**config.mk**
```make
export PLATFORM = sky130hd
export DESIGN_NAME = i2c_reg_slave
export DESIGN_NICKNAME = d
export VERILOG_FILES = /design/src/rtl/i2c_pkg.sv /design/src/rtl/i2c_bus_sync.sv /design/src/rtl/i2c_reg_slave.sv
export SDC_FILE = /design/constraint.sdc
export NUM_CORES = 1
export LEC_CHECK = 0
export ABC_AREA = 1
export CAP_MARGIN = 20
export CORE_MARGIN = 2
export CORE_UTILIZATION = 61
export CTS_BUF_LIST = sky130_fd_sc_hd__clkbuf_4 sky130_fd_sc_hd__clkbuf_8
export DETAILED_ROUTE_END_ITERATION = 6
export GPL_ROUTABILITY_DRIVEN = 0
export PLACE_DENSITY = 0.86
export SYNTH_ARGS = -nofsm -noshare
export SYNTH_HDL_FRONTEND = slang
export SYNTH_SLANG_ARGS = --single-unit
```
**constraint.sdc**
```tcl
create_clock -name clk -period 3.35 [get_ports clk]
set_input_delay 0.5025 -clock clk [delete_from_list [all_inputs] [get_ports clk]]
set_output_delay 0.5025 -clock clk [all_outputs]
set_load 0.005 [all_outputs]
```
**src/rtl/i2c_pkg.sv**
```systemverilog
// Shared types and constants for the oversampled I2C register target.
package i2c_pkg;

  typedef enum logic [3:0] {
    ST_IDLE,
    ST_ADDR,
    ST_ADDR_ACK,
    ST_PTR,
    ST_PTR_ACK,
    ST_WR_DATA,
    ST_WR_ACK,
    ST_RD_DATA,
    ST_RD_ACK,
    ST_WAIT_STOP
  } i2c_state_t;

  localparam logic I2C_ACK  = 1'b0;
  localparam logic I2C_NACK = 1'b1;
  localparam int   RW_BIT   = 0;

  function automatic logic majority3(input logic a, input logic b, input logic c);
    return (a & b) | (a & c) | (b & c);
  endfunction

endpackage

```
**src/rtl/i2c_bus_sync.sv**
```systemverilog
// SCL/SDA synchronizers, optional majority glitch filter and bus event detection.
// Define I2C_REG_SLAVE_GLITCH_FILTER_EN to insert the 3-sample majority filter.
module i2c_bus_sync
  import i2c_pkg::*;
(
  input  logic clk,
  input  logic rst_n,
  input  logic scl_i,
  input  logic sda_i,
  output logic scl_rise,
  output logic scl_fall,
  output logic start_det,
  output logic stop_det,
  output logic sda
);

  logic [1:0] scl_ff, sda_ff;
  logic       scl_line, sda_line;
  logic       scl_prev, sda_prev;

  // Sync flops reset to the idle-bus level so reset release raises no events.
  always_ff @(posedge clk) begin
    if (!rst_n) begin
      scl_ff <= 2'b11;
      sda_ff <= 2'b11;
    end else begin
      scl_ff <= {scl_ff[0], scl_i};
      sda_ff <= {sda_ff[0], sda_i};
    end
  end

`ifdef I2C_REG_SLAVE_GLITCH_FILTER_EN
  logic [1:0] scl_hist, sda_hist;
  logic       scl_filt, sda_filt;

  always_ff @(posedge clk) begin
    if (!rst_n) begin
      scl_hist <= 2'b11;
      sda_hist <= 2'b11;
      scl_filt <= 1'b1;
      sda_filt <= 1'b1;
    end else begin
      scl_hist <= {scl_hist[0], scl_ff[1]};
      sda_hist <= {sda_hist[0], sda_ff[1]};
      scl_filt <= majority3(scl_ff[1], scl_hist[0], scl_hist[1]);
      sda_filt <= majority3(sda_ff[1], sda_hist[0], sda_hist[1]);
    end
  end

  assign scl_line = scl_filt;
  assign sda_line = sda_filt;
`else
  assign scl_line = scl_ff[1];
  assign sda_line = sda_ff[1];
`endif

  always_ff @(posedge clk) begin
    if (!rst_n) begin
      scl_prev  <= 1'b1;
      sda_prev  <= 1'b1;
      scl_rise  <= 1'b0;
      scl_fall  <= 1'b0;
      start_det <= 1'b0;
      stop_det  <= 1'b0;
      sda       <= 1'b1;
    end else begin
      scl_prev  <= scl_line;
      sda_prev  <= sda_line;
      scl_rise  <= scl_line & ~scl_prev;
      scl_fall  <= ~scl_line & scl_prev;
      start_det <= scl_line & scl_prev & sda_prev & ~sda_line;
      stop_det  <= scl_line & scl_prev & ~sda_prev & sda_line;
      sda       <= sda_line;
    end
  end

endmodule

```
**src/rtl/i2c_reg_slave.sv**
```systemverilog
// Single-clock I2C register target with pointer auto-increment and burst access.
// Optional macro I2C_REG_SLAVE_GLITCH_FILTER_EN enables input glitch filtering.
module i2c_reg_slave
  import i2c_pkg::*;
#(
  parameter logic [6:0] ADDR  = 7'h55,
  parameter int         NREGS = 16,
  parameter int         PTR_W = $clog2(NREGS)
) (
  input  logic             clk,
  input  logic             rst_n,
  input  logic             scl_i,
  input  logic             sda_i,
  output logic             sda_oe,
  output logic             wr_valid,
  output logic [PTR_W-1:0] wr_addr,
  output logic [7:0]       wr_data,
  output logic [PTR_W-1:0] rd_addr,
  input  logic [7:0]       rd_data,
  output logic             busy
);

  logic scl_rise, scl_fall, start_det, stop_det, sda;

  i2c_bus_sync u_sync (
    .clk       (clk),
    .rst_n     (rst_n),
    .scl_i     (scl_i),
    .sda_i     (sda_i),
    .scl_rise  (scl_rise),
    .scl_fall  (scl_fall),
    .start_det (start_det),
    .stop_det  (stop_det),
    .sda       (sda)
  );

  i2c_state_t       state, state_n;
  logic [3:0]       bit_cnt, bit_cnt_n;
  logic [7:0]       shreg, shreg_n, shift_in;
  logic [PTR_W-1:0] ptr, ptr_n, ptr_inc, wr_addr_n;
  logic [7:0]       wr_data_n;
  logic             rw, rw_n, sda_oe_n, busy_n, wr_valid_n;

  assign rd_addr  = ptr;
  assign shift_in = {shreg[6:0], sda};
  assign ptr_inc  = (ptr == PTR_W'(NREGS - 1)) ? '0 : ptr + PTR_W'(1);

  always_ff @(posedge clk) begin
    if (!rst_n) begin
      state    <= ST_IDLE;
      bit_cnt  <= '0;
      shreg    <= '0;
      ptr      <= '0;
      rw       <= 1'b0;
      sda_oe   <= 1'b0;
      busy     <= 1'b0;
      wr_valid <= 1'b0;
      wr_addr  <= '0;
      wr_data  <= '0;
    end else begin
      state    <= state_n;
      bit_cnt  <= bit_cnt_n;
      shreg    <= shreg_n;
      ptr      <= ptr_n;
      rw       <= rw_n;
      sda_oe   <= sda_oe_n;
      busy     <= busy_n;
      wr_valid <= wr_valid_n;
      wr_addr  <= wr_addr_n;
      wr_data  <= wr_data_n;
    end
  end

  // In the ACK states bit_cnt marks whether the ACK is already being driven.
  always_comb begin
    state_n    = state;
    bit_cnt_n  = bit_cnt;
    shreg_n    = shreg;
    ptr_n      = ptr;
    rw_n       = rw;
    sda_oe_n   = sda_oe;
    busy_n     = busy;
    wr_valid_n = 1'b0;
    wr_addr_n  = wr_addr;
    wr_data_n  = wr_data;

    if (stop_det) begin
      state_n   = ST_IDLE;
      bit_cnt_n = '0;
      sda_oe_n  = 1'b0;
      busy_n    = 1'b0;
    end else if (start_det) begin
      state_n   = ST_ADDR;
      bit_cnt_n = '0;
      sda_oe_n  = 1'b0;
    end else begin
      case (state)
        ST_ADDR, ST_PTR, ST_WR_DATA: begin
          if (scl_rise) begin
            shreg_n   = shift_in;
            bit_cnt_n = bit_cnt + 4'd1;
            if (bit_cnt == 4'd7) begin
              bit_cnt_n = '0;
              case (state)
                ST_ADDR: begin
                  if (shift_in[7:1] == ADDR) begin
                    state_n = ST_ADDR_ACK;
                    rw_n    = shift_in[RW_BIT];
                    busy_n  = 1'b1;
                  end else begin
                    state_n = ST_WAIT_STOP;
                    busy_n  = 1'b0;
                  end
                end
                ST_PTR: begin
                  if ({1'b0, shift_in} < 9'(NREGS)) begin
                    ptr_n   = shift_in[PTR_W-1:0];
                    state_n = ST_PTR_ACK;
                  end else begin
                    state_n = ST_WAIT_STOP;
                  end
                end
                default: begin
                  wr_valid_n = 1'b1;
                  wr_addr_n  = ptr;
                  wr_data_n  = shift_in;
                  ptr_n      = ptr_inc;
                  state_n    = ST_WR_ACK;
                end
              endcase
            end
          end
        end

        ST_ADDR_ACK, ST_PTR_ACK, ST_WR_ACK: begin
          if (scl_fall) begin
            if (bit_cnt == 4'd0) begin
              sda_oe_n  = ~I2C_ACK;
              bit_cnt_n = 4'd1;
            end else begin
              sda_oe_n  = 1'b0;
              bit_cnt_n = '0;
              shreg_n   = '0;
              if (state == ST_ADDR_ACK && rw) begin
                state_n   = ST_RD_DATA;
                shreg_n   = rd_data;
                ptr_n     = ptr_inc;
                sda_oe_n  = ~rd_data[7];
                bit_cnt_n = 4'd1;
              end else if (state == ST_ADDR_ACK) begin
                state_n = ST_PTR;
              end else begin
                state_n = ST_WR_DATA;
              end
            end
          end
        end

        ST_RD_DATA: begin
          if (scl_fall) begin
            if (bit_cnt == 4'd8) begin
              state_n   = ST_RD_ACK;
              sda_oe_n  = 1'b0;
              bit_cnt_n = '0;
            end else begin
              shreg_n   = {shreg[6:0], 1'b0};
              sda_oe_n  = ~shreg[6];
              bit_cnt_n = bit_cnt + 4'd1;
            end
          end
        end

        ST_RD_ACK: begin
          if (scl_rise) begin
            if (sda == I2C_NACK) state_n = ST_WAIT_STOP;
            else                 bit_cnt_n = 4'd1;
          end else if (scl_fall && bit_cnt == 4'd1) begin
            state_n   = ST_RD_DATA;
            shreg_n   = rd_data;
            ptr_n     = ptr_inc;
            sda_oe_n  = ~rd_data[7];
            bit_cnt_n = 4'd1;
          end
        end

        default: ;
      endcase
    end
  end

endmodule

```
==> results of run 1 <==
[power by group through the flow]
stage | Clock (mW) | Sequential, mW | Combinational [mW]
6_report | 0.339 | 0.757 | 1.55
5_1_grt | 0.369 | 0.770 | 1.74
4_1_cts | 0.347 | 0.754 | 1.53
3_5_place_dp | 0 | 0.766 | 1.52
3_3_place_gp | 0 | 0.762 | 1.48
2_1_floorplan | 0 | 0.731 | 1.26
[flip-flops by register name, indices dropped and copies added (netlist names), 2 cells and up]
signal / count
bit_cnt: 4
rd_addr: 4
shreg: 7
state: 4
u_sync.scl_ff: 2
u_sync.sda_ff: 2
wr_addr: 4
wr_data: 8
[routing by layer]
layer / GRT usage (%) / wire length (um)
met4: 9.44 / 123
met3: 5.79 / 318
met2: 46.5 / 2650
met5: 0 / 0
met1: 33.9 / 2360
[worst paths after layout]
| check | start | end | cells after the start |
|---|---|---|---|
| max | bit_cnt[0] | wr_data[4] | 7 |
| min | u_sync.sda_ff[0] | u_sync.sda_ff[1] | 1 |
| max reg2reg | bit_cnt[0] | wr_data[4] | 7 |
| min reg2reg | u_sync.sda_ff[0] | u_sync.sda_ff[1] | 1 |
[synth_stat cells, types with 3 or more instances]
cell type | instances | share of area, %
a21oi_1 | 21 | 4.4
a31oi_1 | 7 | 1.8
buf_2 | 3 | 0.63
dfxtp_1 | 45 | 38
ha_1 | 4 | 2.1
inv_1 | 31 | 4.9
inv_2 | 7 | 1.1
nand2_1 | 69 | 11
nand2_2 | 7 | 1.8
nand2_4 | 4 | 1.9
nand3_1 | 12 | 2.5
nand4_1 | 4 | 1.1
nor2_1 | 60 | 9.5
nor2_2 | 10 | 2.6
nor3_1 | 4 | 0.84
o21ai_0 | 29 | 6.1
o21ai_1 | 5 | 1.1
o22ai_1 | 4 | 1.1
or2_2 | 5 | 1.3
[layout make-up]
| type | instances | area, um^2 |
|---|---|---|
| clock buffer | 6 | 76.3 |
| clock inverter | 2 | 15.0 |
| fill | 294 | 906 |
| inverter | 39 | 149 |
| multi-input combinational | 257 | 1270 |
| sequential | 45 | 901 |
| tap | 48 | 60.1 |
| timing repair buffer | 31 | 308 |
[per-stage QoR]
step	power [mW]	hold slack, ps
5_1_grt	2.88	433
3_3_place_gp	2.25	397
3_5_place_dp	2.28	399
6_report	2.64	420
2_1_floorplan	1.99	393
4_1_cts	2.63	425
[kinds of logic after synthesis]
kind of cell	Yosys count	synth area share, %
and+or+nand+nor	184	36.0
AOI/OAI and AO/OA	68	15.2
buffers and inverters	47	8.33
DFF	45	38.0
adders and majority gates	4	2.11
xor gates and xnor gates	1	0.369
[worst max-delay path, delay by kind of cell, from the launching register on]
family,cells,cell delay [ps]
and+or+nand+nor,4,1090
DFF,1,440
AOI/OAI and AO/OA,2,320
adders and majority gates,1,210
==> run metrics, run 1 <==
Syn Std Cell Area about 2400 um^2; worst rel slew slack roughly 50%; max cap viols 0; CP endpoint kind flip-flop; num rows 22; hold_buf cts 0; Placed Instances 420; sequential area share after synthesis 38.0%; Leakage ~1.3 nW; Comb pwr share 58.5%; Setup WS post-layout 1220 ps; initial antenna violation count 0; Worst Path Class, Setup reg2reg; DP HPWL a little over 4000 um; first-pass GRT wire length 9320 um; Die Y between 60 and 70 um; Hold Fails Final Rpt 0; number of global-route vias before repair about 2,200; max incr delay on CP 620 ps; Clock power frac 12.8%; largest net degree at the start of global routing 30; antenna cells 0; crit-path most repeated cell nand2_1; Worst-Margin Slew 743 ps; Netlist cell types 33; most used flip-flop cell after synthesis dfxtp_1; Sum Neg Setup Slack 0 ps; initial core utilization ~64%; peak supply drop 0.435 mV; Clock Skews 4.99 ps; final setup vio count 0; CP max-delay cell nor2_2; CP max FO 24; DRT Wirelength 5460 um; Final min period 2130 ps; Final Non-Filler Cells 428; Hold Crit Class reg2reg; register-to-register setup slack 1220 ps; DRT iter0 DRCs between 150 and 200; CP Cell Sequence ha_1 -> nand2_1 -> nor2_1 -> nand2_1 -> nor2_2 -> o21ai_0 -> a21oi_1; synthesized net count 365; Core Box Area 3690 um^2; CTS H-tree lvls 2; Nets 395; Seq pwr share 28.6%; Max Clk Rate 470 MHz; CTS buffer count 5; CTS Root Buffer Type clkbuf_8; Post-synth EDFFs 0; Critical Path RT 3570 ps; most frequent cells in the layout 69 x nand2_1, 60 x nor2_1, 45 x dfxtp_1; antenna-violating nets left 0; Syn Area/Cell 6.80 um^2; share of layout cells above drive strength 1 between 10% and 20%; CTS tree yes; pre-CTS WS 1030 ps; Mapped Cells 349; Syn-to-layout area delta 17.3%; placed instance area 2690 um^2; Synthesis Warnings 0; via density per instance between 5 and 6; # DRC 0; CP Launch Type flip-flop; Sw Share 49.7%; clock buffer depth 2; Die W 66.4 um; Clk Latency, worst-skew pair 300 ps; GRT Total Usage 27.3%; Tcrit/Tclk final 63.5%; DRT Pass-1 Iters 4; Final Core Density 75.4%; clk sink count 45; power per cell area 950 nW/um^2; clock-pin slew on the worst setup and hold paths 80 ps; flops & latches, synth 45; RSZ-0062 raised after global routing false; I/O Buffers 30; Slew Viols, Final 0; Internal 1.33 mW; WL/cell 12.8 um; Async SR Flop Fraction 0%; crit path DAT 2350 ps; post-CTS resize count 0; I/O pin total 31; final std cell area, no fill 2780 um^2; die area 4400 um^2; Psw 1.31 mW; via count approximately 2,300; grt ovf 0; Post-CTS Setup Bufs 0; run status finished, final reports clean; commonest non-fill, non-tap cell in the layout nand2_1
Power figures use the tool's default switching activity.
==> run 2: changes to the inputs <==
--- a/config.mk
+++ b/config.mk
@@ -8,11 +8,11 @@
 export ABC_AREA = 1
 export CAP_MARGIN = 20
 export CORE_MARGIN = 2
-export CORE_UTILIZATION = 61
+export CORE_UTILIZATION = 57
 export CTS_BUF_LIST = sky130_fd_sc_hd__clkbuf_4 sky130_fd_sc_hd__clkbuf_8
 export DETAILED_ROUTE_END_ITERATION = 6
 export GPL_ROUTABILITY_DRIVEN = 0
-export PLACE_DENSITY = 0.86
+export PLACE_DENSITY = 0.81
 export SYNTH_ARGS = -nofsm -noshare
 export SYNTH_HDL_FRONTEND = slang
 export SYNTH_SLANG_ARGS = --single-unit
==> constraint.sdc (replaced) <==
create_clock -name clk -period 2.15 [get_ports clk]
set_input_delay 0.3225 -clock clk [delete_from_list [all_inputs] [get_ports clk]]
set_output_delay 0.3225 -clock clk [all_outputs]
set_load 0.005 [all_outputs]
==> run metrics, run 2 (same netlist as run 1, synthesis figures left out) <==
max cap viols 0; Core Box Area 4000 um^2; clock buffer depth 2; grt ovf 0; # DRC 0; crit-path most repeated cell nand2_1; r2r startpoint state[3]; sequential cell area 901 um^2; peak supply drop 0.720 mV; via density per instance 5.31; Final Non-Filler Cells 432; Leakage 1.27 nW; I/O pin total 31; max incr delay on CP 520 ps; worst rel slew slack 65.1%; CP Cell Sequence inv_2 -> nor2_1 -> nand2_2 -> nand2_1 -> nor2_2 -> inv_1 -> a31oi_1 -> nand2_1 -> nand2_1 -> nor2_2; Crit path max-delay family simple AND/OR/NAND/NOR gates; I/O Buffers 30; Top Registers wr_data x8, shreg x7; pre-CTS WS 271 ps; placed instance area approximately 2700 um^2; Nets 397; Clock power frac 13.0%; CP endpoint kind flip-flop; CTS buffer count 5; CTS H-tree lvls 2; most flop-heavy register wr_data; CP Launch Type flip-flop; RSZ-0062 raised after global routing false; fillcell total 366; Final Core Density 70.0%; Clk Latency, worst-skew pair about 300 ps; hold_buf cts 0; die area 4690 um^2; initial antenna violation count 0; Die W 68.5 um; Final min period between 1500 and 2000 ps; Hold Fails Final Rpt 0; via count 2,294; Placed Instances ~420; Worst-Margin Slew 522 ps; CTS tree yes; max reg flops 8; Slew Viols, Final 0; CP Buf/Inv Count 2; DRT iter0 DRCs 205; Sum Neg Setup Slack 0 ps; Post-CTS Setup Bufs 0; most frequent cells in the layout 69 x nand2_1, 60 x nor2_1, 45 x dfxtp_1; Comb pwr share approximately 58%; antenna-violating nets left 0; Syn-to-layout area delta 18.0%; DP HPWL 4010 um; DRT Pass-1 Iters 4; GRT Total Usage 26.3%; Tcrit/Tclk final between 80% and 90%; commonest non-fill, non-tap cell in the layout nand2_1; clock-pin slew on the worst setup and hold paths 80 ps; Hold Crit Start u_sync.scl_ff[0]; number of global-route vias before repair 2,078; Die Y 68.5 um; CP max FO 8; Worst Path Class, Setup reg2reg; num rows 23; CTS Root Buffer Type clkbuf_8; post-CTS resize count 0; DRT Wirelength roughly 5500 um; Clock Skews around 7.6 ps; run status finished, final reports clean; antenna cells 0; Critical Path RT 2390 ps; Psw 2.02 mW; clk sink count 45; Hold Crit Class reg2reg; Sw Share between 40% and 50%; first-pass GRT wire length 9220 um; Seq pwr share 28.6%; initial core utilization 59.3%; CP max-delay cell dfxtp_1; Max Clk Rate 545 MHz; largest net degree at the start of global routing 29; final std cell area, no fill 2800 um^2; Internal 2.09 mW; CP Launch Point state[3]; Setup WS post-layout 314 ps; WL/cell ~13 um; share of layout cells above drive strength 1 13.4%; final setup vio count 0; multi-input logic area 1270 um^2; crit path DAT around 2100 ps; power per cell area 1470 nW/um^2
[run 2: metrics by stage]
step           hold slack, ps  total power, mW
6_report                  419             4.12
5_1_grt                   439             4.49
4_1_cts                   422             4.12
3_5_place_dp              401             3.56
3_3_place_gp              397             3.53
2_1_floorplan             393             3.11
[run 2: worst paths after layout]
kind	endpoint	slack, ps	cells past startpoint
max	shreg[5]	310	10
min	u_sync.scl_ff[1]	420	1
max reg2reg	shreg[5]	310	10
min reg2reg	u_sync.scl_ff[1]	420	1
[run 2: layer usage]
metal	GRT usage [%]	wire length (um)	vias to the layer above
li1	-	-	1188
met2	43.1	2590	75
met4	10.3	49	0
met3	5.36	293	7
met1	33.7	2550	1024
met5	0	0	-
[run 2: area by class of cell]
class | instances | share of cell area [%]
inverter | 39 | 5.32
sequential | 45 | 32.2
clock buffer | 6 | 2.73
multi-input combinational | 257 | 45.5
tap | 50 | 2.23
clock inverter | 2 | 0.536
timing repair buffer | 33 | 11.5
[run 2: power groups by stage]
stage               Clock [mW]  Sequential [mW]  Combinational, mW
floorplan                    0             1.14               1.97
global placement             0             1.19               2.34
detailed placement           0             1.19               2.37
CTS                      0.551             1.18               2.39
global route             0.578             1.20               2.70
finish                   0.537             1.18               2.40
==> run 3: changes to the inputs <==
--- a/config.mk
+++ b/config.mk
@@ -8,11 +8,12 @@
 export ABC_AREA = 1
 export CAP_MARGIN = 20
 export CORE_MARGIN = 2
-export CORE_UTILIZATION = 57
+export CORE_UTILIZATION = 65
 export CTS_BUF_LIST = sky130_fd_sc_hd__clkbuf_4 sky130_fd_sc_hd__clkbuf_8
 export DETAILED_ROUTE_END_ITERATION = 6
+export DONT_BUFFER_PORTS = 1
 export GPL_ROUTABILITY_DRIVEN = 0
-export PLACE_DENSITY = 0.81
+export PLACE_DENSITY = 0.8
 export SYNTH_ARGS = -nofsm -noshare
 export SYNTH_HDL_FRONTEND = slang
 export SYNTH_SLANG_ARGS = --single-unit
==> run metrics, run 3 (same netlist as run 1, synthesis figures left out) <==
run status finished, final reports clean; final setup vio count 0; I/O Buffers 0; max reg flops 8; final std cell area, no fill 2480 um^2; Clock Skews 5.98 ps; most flop-heavy register wr_data; crit-path most repeated cell nor2_1; CTS tree yes; Leakage 1.16 nW; Final Non-Filler Cells 396; Final Core Density 72.6%; DP HPWL 3880 um; Hold Crit Class in2reg; CP Launch Type flip-flop; placed instance area around 2400 um^2; peak supply drop 0.753 mV; Max Clk Rate 546 MHz; CTS H-tree lvls 2; Worst Path Class, Setup reg2reg; I/O pin total 31; max cap viols 0; Hold Crit Depth 1; worst reg2reg path endpoint rd_addr[0]; die area 4150 um^2; CTS Root Buffer Type clkbuf_4; antenna-violating nets left 0; Tot Pwr 4.01 mW; CP Capture Point rd_addr[0]; crit path DAT 2100 ps; initial core utilization 69.5%; clock buffer depth 2; largest net degree at the start of global routing 30; Setup WS post-layout 318 ps; GRT Total Usage 27.8%; DRT Wirelength 5290 um; worst rel slew slack around 65%; Hold Fails Final Rpt 0; via count 2,162; Critical Path RT 2410 ps; first-pass GRT wire length 9090 um; # DRC 0; Syn-to-layout area delta 4.54%; register-to-register setup slack 320 ps; num rows 21; DRT Pass-1 Iters 4; most frequent cells in the layout 68 x nand2_1, 60 x nor2_1, 45 x dfxtp_1; Sum Neg Setup Slack 0 ps; Core Box Area 3420 um^2; final hold slack 28.9 ps; Clk Latency, worst-skew pair 350 ps; CTS buffer count 5; Die Y 64.4 um; Post-CTS Setup Bufs 0; DRT iter0 DRCs ~200; r2r startpoint state[3]; Nets 365; R2R depth 8; clock-pin slew on the worst setup and hold paths 130 ps; initial antenna violation count 0; antenna cells 0; Tcrit/Tclk final 85.2%; Placed Instances ~390; WL/cell 13.3 um; RSZ-0062 raised after global routing false; commonest non-fill, non-tap cell in the layout nand2_1; CP Cell Sequence inv_2 -> nor2_1 -> nand2_2 -> nand2_2 -> o21a_1 -> nand4_2 -> nor2_1 -> nor2_1; via density per instance 5.46; CP max FO 12; number of global-route vias before repair 2,043; CP Launch Point state[3]; Worst-Margin Slew 517 ps; max incr delay on CP 570 ps; Slew Viols, Final 0; Final min period about 1800 ps; pre-CTS WS 223 ps; CP endpoint kind flip-flop; grt ovf 0; clk sink count between 40 and 50; power per cell area 1620 nW/um^2; Top Registers wr_data x8, shreg x7; share of layout cells above drive strength 1 14.3%; CP max-delay cell dfxtp_1; Die W 64.4 um
## run 3: cell count changes in the layout (fill, tap and decap cells not counted), sizes merged
cell           previous run  this run
clkinvlp                  2         1
bufinv                    0         1
buf                       3         1
clkdlybuf4s50            30         0
## run 3: power by group
part | internal [mW] | switching, mW
combinational | 0.751 | 1.51
clock | 0.276 | 0.277
sequential | 1.00 | 0.189
total | 2.03 | 1.98
## run 3: cell type report
type,instances,area [um^2]
fillers,313,936
clock buffers,6,51.3
well taps,46,57.6
flip-flops and latches,45,901
clock inverters,2,37.5
multi-input cells,257,1280
repair buffers,1,7.51
inverters,39,149
## run 3: how the worst min path moves through the flow
stage	from	slack, ps	end
after global placement	u_sync.sda_ff[0]	390	u_sync.sda_ff[1]
after global routing	rst_n	20	u_sync.scl_prev
after detailed placement	rst_n	400	u_sync.sda
after CTS	rst_n	20	u_sync.sda
after floorplan	u_sync.scl_ff[0]	390	u_sync.scl_ff[1]
final	rst_n	30	u_sync.sda
## run 3: critical path, delay by kind of cell (launching register included)
family / cells / cell delay (ps)
simple gates: 6 / 940
buf+inv: 1 / 60
compound gates: 1 / 160
flops: 1 / 570
## run 3: per-layer routing
metal  part of all wire [%]  wire length, um  global-route usage, %
met1                     44             2310                   35.3
met2                     46             2450                   47.5
met3                    8.7              458                   6.77
met4                    1.2               61                   7.18
met5                      0                0                      0
## run 3: repair_timing
action / in CTS / in global routing
endpoints found under the setup margin: 0 / 12
endpoints found under the hold margin: 0 / 0
hold buffers: 0 / 0
gates resized for setup: 0 / 1
